<file path="config.mk">
export PLATFORM = sky130hd
export DESIGN_NAME = grid_issue_arbiter
export DESIGN_NICKNAME = d
export VERILOG_FILES = /design/src/rtl/grid_issue_arbiter.sv
export SDC_FILE = /design/constraint.sdc
export NUM_CORES = 1
export LEC_CHECK = 0
export ABC_AREA = 1
export CAP_MARGIN = 40
export CORE_AREA = 2 2 80 82
export CTS_CLUSTER_SIZE = 20
export DETAILED_ROUTE_END_ITERATION = 8
export DIE_AREA = 0 0 82 84
export GPL_ROUTABILITY_DRIVEN = 0
export PLACE_DENSITY = 0.59
export SETUP_SLACK_MARGIN = 0.2
export SYNTH_ARGS = -nofsm -noshare
export SYNTH_HDL_FRONTEND = slang
export SYNTH_SLANG_ARGS = --single-unit
</file>
<file path="constraint.sdc">
create_clock -name clk -period 2.2 [get_ports clk]
set_clock_uncertainty 0.2 [all_clocks]
set_input_delay 0.22 -clock clk [delete_from_list [all_inputs] [get_ports clk]]
set_output_delay 0.22 -clock clk [all_outputs]
set_load 0.1 [all_outputs]
</file>
<file path="src/rtl/grid_issue_arbiter.sv">
// Round-robin issue arbiter feeding a fixed-latency AND grid, with a credit-guarded
// show-ahead response FIFO. Define GRID_ARB_STATS_EN to add saturating issue/stall counters.
module grid_issue_arbiter #(
    parameter int NREQ      = 3,
    parameter int LAT       = 3,
    parameter int RSP_DEPTH = 4
) (
    input  logic              clk,
    input  logic              rst,
    input  logic [NREQ-1:0]   req_valid,
    input  logic [3*NREQ-1:0] req_data,
    output logic [NREQ-1:0]   req_ready,
    output logic [2:0]        grid_in,
    input  logic [2:0]        grid_out,
    output logic              rsp_valid,
    input  logic              rsp_ready,
    output logic [2:0]        rsp_data,
    output logic [1:0]        rsp_id
`ifdef GRID_ARB_STATS_EN
    ,
    output logic [15:0]       stat_issued,
    output logic [15:0]       stat_stall
`endif
);

    localparam int PW = (RSP_DEPTH > 2) ? $clog2(RSP_DEPTH) : 1;
    localparam int CW = $clog2(RSP_DEPTH + LAT + 1);

    function automatic logic [PW-1:0] ptr_inc(input logic [PW-1:0] p);
        if (p == PW'(RSP_DEPTH - 1)) begin
            return '0;
        end else begin
            return p + PW'(1);
        end
    endfunction

    logic [1:0]    last_grant_r;
    logic [LAT-1:0] sh_valid_r;
    logic [1:0]    sh_id_r [LAT];
    logic [4:0]    mem_r [RSP_DEPTH];
    logic [PW-1:0] wptr_r;
    logic [PW-1:0] rptr_r;
    logic [CW-1:0] count_r;

    logic [3:0]    valid_pad_s;
    logic [11:0]   data_pad_s;
    logic [CW-1:0] inflight_s;
    logic          credit_s;
    logic          found_s;
    logic          hit_s;
    logic [1:0]    cand_s;
    logic [1:0]    pick_s;
    logic [3:0]    grant_s;
    logic          transfer_s;
    logic          push_s;
    logic          pop_s;

    assign valid_pad_s = 4'(req_valid);
    assign data_pad_s  = 12'(req_data);

    // Credit check and round-robin pick starting one past the last winner.
    always_comb begin
        inflight_s = '0;
        for (int s = 0; s < LAT; s++) begin
            inflight_s = inflight_s + CW'(sh_valid_r[s]);
        end
        credit_s = (count_r + inflight_s) < CW'(RSP_DEPTH);
        found_s  = 1'b0;
        hit_s    = 1'b0;
        cand_s   = 2'd0;
        pick_s   = 2'd0;
        for (int off = 1; off <= NREQ; off++) begin
            cand_s  = 2'((int'(last_grant_r) + off) % NREQ);
            hit_s   = !found_s && valid_pad_s[cand_s];
            pick_s  = hit_s ? cand_s : pick_s;
            found_s = found_s | hit_s;
        end
        grant_s = 4'b0000;
        grid_in = 3'b000;
        if (credit_s && found_s && !rst) begin
            grant_s = 4'b0001 << pick_s;
            case (pick_s)
                2'd0:    grid_in = data_pad_s[2:0];
                2'd1:    grid_in = data_pad_s[5:3];
                2'd2:    grid_in = data_pad_s[8:6];
                default: grid_in = data_pad_s[11:9];
            endcase
        end else begin
            grant_s = 4'b0000;
            grid_in = 3'b000;
        end
    end

    assign req_ready  = grant_s[NREQ-1:0];
    assign transfer_s = |grant_s;
    assign push_s     = sh_valid_r[LAT-1];
    assign rsp_valid  = (count_r != '0);
    assign pop_s      = rsp_valid & rsp_ready;

    // Round-robin pointer moves only when a grant is actually taken.
    always_ff @(posedge clk or posedge rst) begin
        if (rst) begin
            last_grant_r <= 2'(NREQ - 1);
        end else if (transfer_s) begin
            last_grant_r <= pick_s;
        end else begin
            last_grant_r <= last_grant_r;
        end
    end

    // Shadow of the grid pipeline: which stages hold a real operand and whose.
    always_ff @(posedge clk or posedge rst) begin
        if (rst) begin
            sh_valid_r <= '0;
            for (int s = 0; s < LAT; s++) begin
                sh_id_r[s] <= 2'd0;
            end
        end else begin
            sh_valid_r[0] <= transfer_s;
            sh_id_r[0]    <= pick_s;
            for (int s = 1; s < LAT; s++) begin
                sh_valid_r[s] <= sh_valid_r[s-1];
                sh_id_r[s]    <= sh_id_r[s-1];
            end
        end
    end

    // Response FIFO; credit accounting guarantees a push always has room.
    always_ff @(posedge clk or posedge rst) begin
        if (rst) begin
            wptr_r  <= '0;
            rptr_r  <= '0;
            count_r <= '0;
            for (int i = 0; i < RSP_DEPTH; i++) begin
                mem_r[i] <= 5'b00000;
            end
        end else begin
            if (push_s) begin
                mem_r[wptr_r] <= {grid_out, sh_id_r[LAT-1]};
                wptr_r        <= ptr_inc(wptr_r);
            end else begin
                wptr_r <= wptr_r;
            end
            if (pop_s) begin
                rptr_r <= ptr_inc(rptr_r);
            end else begin
                rptr_r <= rptr_r;
            end
            case ({push_s, pop_s})
                2'b10:   count_r <= count_r + CW'(1);
                2'b01:   count_r <= count_r - CW'(1);
                default: count_r <= count_r;
            endcase
        end
    end

    // Show-ahead head entry, forced to zero while the FIFO is empty.
    always_comb begin
        if (rsp_valid) begin
            rsp_data = mem_r[rptr_r][4:2];
            rsp_id   = mem_r[rptr_r][1:0];
        end else begin
            rsp_data = 3'b000;
            rsp_id   = 2'b00;
        end
    end

`ifdef GRID_ARB_STATS_EN
    logic stall_s;
    assign stall_s = (|req_valid) && !credit_s;

    // Saturating counters of accepted transfers and credit-starved request cycles.
    always_ff @(posedge clk or posedge rst) begin
        if (rst) begin
            stat_issued <= 16'd0;
            stat_stall  <= 16'd0;
        end else begin
            if (transfer_s && (stat_issued != 16'hFFFF)) begin
                stat_issued <= stat_issued + 16'd1;
            end else begin
                stat_issued <= stat_issued;
            end
            if (stall_s && (stat_stall != 16'hFFFF)) begin
                stat_stall <= stat_stall + 16'd1;
            end else begin
                stat_stall <= stat_stall;
            end
        end
    end
`endif

endmodule

</file>
Word-level counts from Yosys, hierarchy flattened
Cells that the tools add are included.
{"block": "totals", "reg_bits": 38, "inputBits": 18, "out_inout_bits": 12}
{"block": "classes", "add_sub_neg": 10, "div": 3, "magnitude_cmp": 7, "n_eq_ne": 6, "n_shift": 1, "mux": 23, "bitwise_logic": 5, "reduce_logical": 12}
{"cell": "$mod 32x3->32 const B", "n": 3}
{"cell": "$bwmux 20", "n": 1}
{"cell": "$mux 5", "n": 3}
{"cell": "$mux 2", "n": 6}
{"cell": "$bmux 5 s2", "n": 1}
{"cell": "$demux 5 s2", "n": 1}
{"cell": "$lt 2x3->1 const B", "n": 3}
{"cell": "$pmux 3 s3", "n": 1}
{"cell": "$eq 2x2->1 const B", "n": 4}
{"cell": "$add 2x2->3 const B", "n": 2}
{"cell": "$bmux 1 s2", "n": 3}
{"cell": "$ge 3x3->1 const B", "n": 2}
{"cell": "$mux 3", "n": 2}
{"cell": "$not 2->3", "n": 2}
{"cell": "$pmux 3 s2", "n": 1}
{"cell": "$logic_and 1x1->1", "n": 5}
{"cell": "$add 2x1->2 const B", "n": 2}
{"cell": "$eq 2x1->1 const B", "n": 2}
{"cell": "$mux 4", "n": 1}
{"cell": "$reduce_or 4->1", "n": 1}
{"cell": "$shl 1x2->4 const A", "n": 1}
{"cell": "$add 2x1->3", "n": 1}
{"cell": "$add 2x1->3 const B", "n": 1}
{"cell": "$add 3x1->3 const B", "n": 1}
{"cell": "12 further kinds", "n": 17}

Logic depth before layout (Yosys ltp)
{"block": "depth", "ltp_word": 14, "mapped_depth": 14}

Worst setup path before layout
OpenSTA, ideal clock, no wires.
{"block": "synth_timing", "path_kind": "reg-to-reg", "from": "reg sh_valid_r[0]", "to": "reg last_grant_r[1]", "setup_ps": 73, "t_arrival_ps": 3006, "required_time_ps": 1927, "setup_slack_ps": -1079, "path_stages_with_launch": 9, "n_path_buf": 0, "period_less_slack_ps": 3279, "cell_sequence": "dfrtp_1 > fa_1 > ha_1 > nand3_1 > nand2_1 > nand2_1 > nand4_2 > nor2_1 > o21bai_1"}
{"block": "synth_between", "elab_chain_cells": 8}
{"element": "start, declared", "line": "38", "text": "logic [LAT-1:0] sh_valid_r;"}
{"element": "start signal, assigned", "line": "119", "text": "sh_valid_r[0] <= transfer_s;"}
{"element": "start signal, assigned by index", "line": "122", "text": "sh_valid_r[s] <= sh_valid_r[s-1];"}
{"element": "$add 1x1->2", "line": "65", "text": "inflight_s = inflight_s + CW'(sh_valid_r[s]);"}
{"element": "$add 2x1->3", "line": "65"}
{"element": "$add 3x3->3", "line": "67", "text": "credit_s = (count_r + inflight_s) < CW'(RSP_DEPTH);"}
{"element": "$lt 3x3->1", "line": "67"}
{"element": "$logic_and 1x1->1 (2 in series)", "line": "80", "text": "if (credit_s && found_s && !rst) begin"}
{"element": "$mux 4", "line": "80"}
{"element": "net req_ready[2]", "line": "12", "text": "output logic [NREQ-1:0] req_ready,"}
{"element": "$reduce_or 4->1", "line": "95", "text": "assign transfer_s = |grant_s;"}
{"element": "end signal, assigned", "line": "103", "text": "last_grant_r <= 2'(NREQ - 1);"}
{"element": "end signal, assigned", "line": "105", "text": "last_grant_r <= pick_s;"}
{"element": "end signal, assigned", "line": "107", "text": "last_grant_r <= last_grant_r;"}
{"element": "end, declared", "line": "37", "text": "logic [1:0] last_grant_r;"}
The timed path passes the listed nets, and every way through them passes these cells.
A chain may end at the register's enable or synchronous reset.

Final worst setup path
{"block": "layout_timing", "from": "reg last_grant_r[1]", "to": "out grid_in[1]"}
{"block": "layout_between", "elab_chain_cells": 13, "word_cells_on_any_way": 28}
{"element": "$add 2x1->3", "line": "73", "text": "cand_s = 2'((int'(last_grant_r) + off) % NREQ);"}
{"element": "$mod 32x3->32", "line": "73"}
{"element": "$bmux 1 s2", "line": "74", "text": "hit_s = !found_s && valid_pad_s[cand_s];"}
{"element": "$mux 1 (implied by the code)", "line": "74"}
{"element": "$logic_not 1->1", "line": "74"}
{"element": "$logic_and 1x1->1", "line": "74"}
{"element": "$or 1x1->1", "line": "76", "text": "found_s = found_s | hit_s;"}
{"element": "$logic_not 1->1", "line": "74"}
{"element": "$logic_and 1x1->1", "line": "74"}
{"element": "$mux 2 / $or 1x1->1 (equally long branches)", "line": "75, 76"}
{"element": "$eq 2x2->1, or another cell as far along", "line": "82", "text": "case (pick_s)"}
{"element": "$pmux 3 s3 / $logic_and 1x1->1 (equally long branches)", "line": "82, 80"}
{"element": "$mux 3 *", "line": "80"}
{"element": "end, declared", "line": "13", "text": "output logic [2:0] grid_in,"}
Every way passes the cells marked *; elsewhere a longest branch is shown, timed or not. The select of a mux whose other input is x is not followed.

==> flow_metrics.py <==
metrics = {
    "flow_run": {
        "maxCapViolCount": 0,
    },
    "place": {
        "dp.final_hpwl_um": 3300,
        "dp_cells": 370,
        "io_buffers": 29,
    },
    "setup_path": {
        "start_kind": "flip-flop",
        "crit_start": "last_grant_r[1]",
        "r2r_start": "last_grant_r[1]",
        "critPathTopFamily": "simple AND/OR/NAND/NOR gates",
        "crit_type": "reg -> out",
        "max_stage_delay_ns": 0.60,
        "crit_path_end_kind": "primary output",
        "reg2reg_slack_ns": -0.11,
        "critPathArrivalTime_ns": 2.25,
        "reg2regPathDepth": 11,
        "crit_slowest_cell": "dfstp_2",
        "cp_cell_sequence": "inv_2 -> ha_2 -> buf_4 -> nand2_2 -> nand2_4 -> nand3_4 -> nor2_4 -> nor2_4 -> nand2_4 -> nor2_4 -> nor2_2 -> nor2_4 -> buf_12",
        "cp_max_fo": 5,
        "critPathBufInv": 3,
        "crit_end": "grid_in[1]",
        "reg2reg_to": "last_grant_r[1]",
        "path_common_cell": "nor2_4",
        "cp_data_required_time_ns": 1.78,
        "worst-path-stages": 13,
    },
    "global_routing": {
        "grt_pass1_vias": 1787,
        "grt_max_degree": 39,
        "overflow": 0,
        "globalRouteTotalUtil_pct": 14.5,
        "antenna_found_initial": 0,
        "use_met1_pct": 18.5,
        "grtUsageMet3_pct": 3.57,
        "grt.met2_usage_pct": 24.1,
        "top_usage_layer": "met2",
        "grt_pass1_wl_um": 7890,
    },
    "sta": {
        "setup_slack_ns": -0.473,
        "slew-limit-headroom_pct": 68.6,
        "max_slew.worst_pin.slew_ns": 0.471,
        "slew_violations": 0,
        "fin_crit_sh_pct": 122,
        "fin_crit_ns": 2.67,
        "finalHoldViolations": 0,
        "setup_viol": 7,
        "max_freq_ghz": 0.374,
        "rsz0062_at_grt": "yes",
    },
    "cts": {
        "clk_pin_slew_worst_paths_ns": 0.08,
        "cts_tree": "done",
        "cts_root_buffer": "clkbuf_8",
        "clk_latency_ns": 0.29,
        "htreeDepth": 2,
        "cts_buffers": 5,
        "cts.sinks": 38,
        "cts_buffer_depth": 2,
    },
    "routing": {
        "ant_nets": 0,
        "wl_um": 4640,
        "vias": 1783,
        "drtIter0Drc": 62,
        "post-route-drc-count": 0,
        "vias_per_cell": 4.61,
        "wl_per_cell_um": 12.0,
        "drtPass1Iterations": 4,
    },
    "floorplanning": {
        "core_region_area_mm2": 0.00610,
        "die-area_mm2": 0.00689,
        "core.rowCount": 29,
        "chipWidth_um": 82,
        "initial_core_util_pct": 33.2,
        "die-height_um": 84,
        "num_io_pins": 30,
    },
    "layout": {
        "antenna_cells": 0,
        "fill_cells": 538,
        "fin_nets": 340,
        "instances_no_fill": 387,
        "drive_gt1_share_pct": 37.7,
        "areaGrowthSynthToFinish_pct": 56.9,
    },
    "synth": {
        "synthArstFlopShare_pct": 100,
        "ys_types": 25,
        "ys_top_cells_by_count": "nand2_1 (49), o21ai_0 (40), dfrtp_1 (37), nor2_1 (33), inv_1 (31)",
        "seq_area_frac_synth_pct": 47.1,
        "synth_seq_cells": 38,
        "ys_warn_count": 0,
        "synth-edff-count": 0,
        "mappedNetlistNets": 279,
        "synthFlopType": "dfrtp_1",
        "synth_top_cell_by_area": "dfrtp_1",
        "syn_inst": 248,
        "synth_most_common_cell": "nand2_1",
        "synth_area_leaders": "dfrtp_1 (46%), o21ai_0 (9.9%), nand2_1 (9.1%)",
        "syn_area_mm2": 0.00202,
        "synth.avg_cell_area_um2": 8.15,
        "synth_top_area_share_pct": 45.8,
    },
    "run_status": {
        "status": "complete, but fails checks",
        "violations": "negative setup slack",
    },
    "worst_hold_path": {
        "hold_path.class": "reg -> reg",
    },
}
==> worst min path at each step <==
stage	start	to	slack (ns)	depth (start not counted)
after floorplan	sh_id_r[2]	sh_id_r[0]	0.13	0
after global placement	sh_id_r[5]	sh_id_r[3]	0.13	0
after detailed placement	sh_id_r[4]	sh_id_r[2]	0.13	0
after CTS	sh_id_r[4]	sh_id_r[2]	0.15	0
after global routing	sh_id_r[4]	sh_id_r[2]	0.16	0
final	sh_id_r[4]	sh_id_r[2]	0.15	0
==> cells in the final DEF (no fill, tap or decap), types with 2 or more instances in the layout <==
| cell type | count |
|---|---|
| nor2_4 | 11 |
| inv_4 | 2 |
| inv_2 | 9 |
| nand2_1 | 42 |
| buf_12 | 12 |
| buf_4 | 24 |
| nand3_4 | 3 |
| o21ai_1 | 7 |
| ha_4 | 4 |
| ha_1 | 5 |
| nand2_4 | 4 |
| buf_6 | 3 |
| nor2_2 | 4 |
| fa_2 | 2 |
| nand3_1 | 5 |
| ha_2 | 2 |
| nand3_2 | 5 |
| dfrtp_2 | 2 |
| dfrtp_1 | 35 |
| clkdlybuf4s50_1 | 17 |
| o21ai_0 | 34 |
| nand2_2 | 11 |
| nand4_1 | 2 |
| clkbuf_8 | 8 |
| inv_1 | 21 |
| nor2_1 | 21 |
| a21oi_4 | 5 |
==> sequential cells by signal, indices dropped and copies added, names as in the netlist <==
signal	flops
sh_id_r	6
mem_r	20
rptr_r	2
last_grant_r	2
sh_valid_r	3
wptr_r	2
count_r	3
==> cell families (layout without fill, tap and decap cells) <==
kind of cell | after synthesis | after routing | share of synthesized area (%)
buffers and inverters | 37 | 99 | 6.93
and+or+nand+nor | 110 | 110 | 24.3
DFF | 38 | 38 | 47.1
xor gates and xnor gates | 2 | 2 | 0.866
adders and majority gates | 13 | 13 | 8.79
AOI/OAI and AO/OA | 48 | 48 | 12.0
==> what timing repair did <==
item	in CTS	in global routing
buffers inserted	5	4
pin swaps	13	13
setup endpoints to repair	15	17
resized for setup	35	17
hold buffers	0	0
==> area by class of cell <==
type	instances	area, µm²	area share [%]
inverters	34	136	4.30
repair buffers	57	639	20.2
well taps	77	96.3	3.04
flip-flops and latches	38	955	30.1
clock buffers	8	110	3.47
multi-input cells	173	1230	38.9
==> worst register-to-register path, delay by kind of cell, from the launching register on <==
family          cells  cell delay [ns]
compound gates      1             0.15
fa+ha+maj           1             0.24
buf+inv             3             0.39
simple gates        6             0.67
flops               1             0.60
==> metrics by stage <==
stage	TNS, ns	setup slack [ns]	hold WS, ns	util [%]	cell area (µm²)
floorplan	-2.41	-0.297	0.131	-	2170
global placement	-0.955	-0.181	0.132	46.1	2810
detailed placement	-1.02	-0.189	0.135	46.1	2810
CTS	-2.73	-0.459	0.151	50.2	3060
global route	-3.60	-0.578	0.159	52.0	3170
finish	-2.85	-0.473	0.150	52.0	3170
==> metal layers <==
metal	share of wire (%)	vias up
li1	-	905
met1	46	846
met2	50	24
met3	2.4	8
met4	1.6	0
met5	0	-
Power is left out: the tool's default activity adds up to more than one toggle a clock period on the data nets, which glitch-free logic cannot reach.
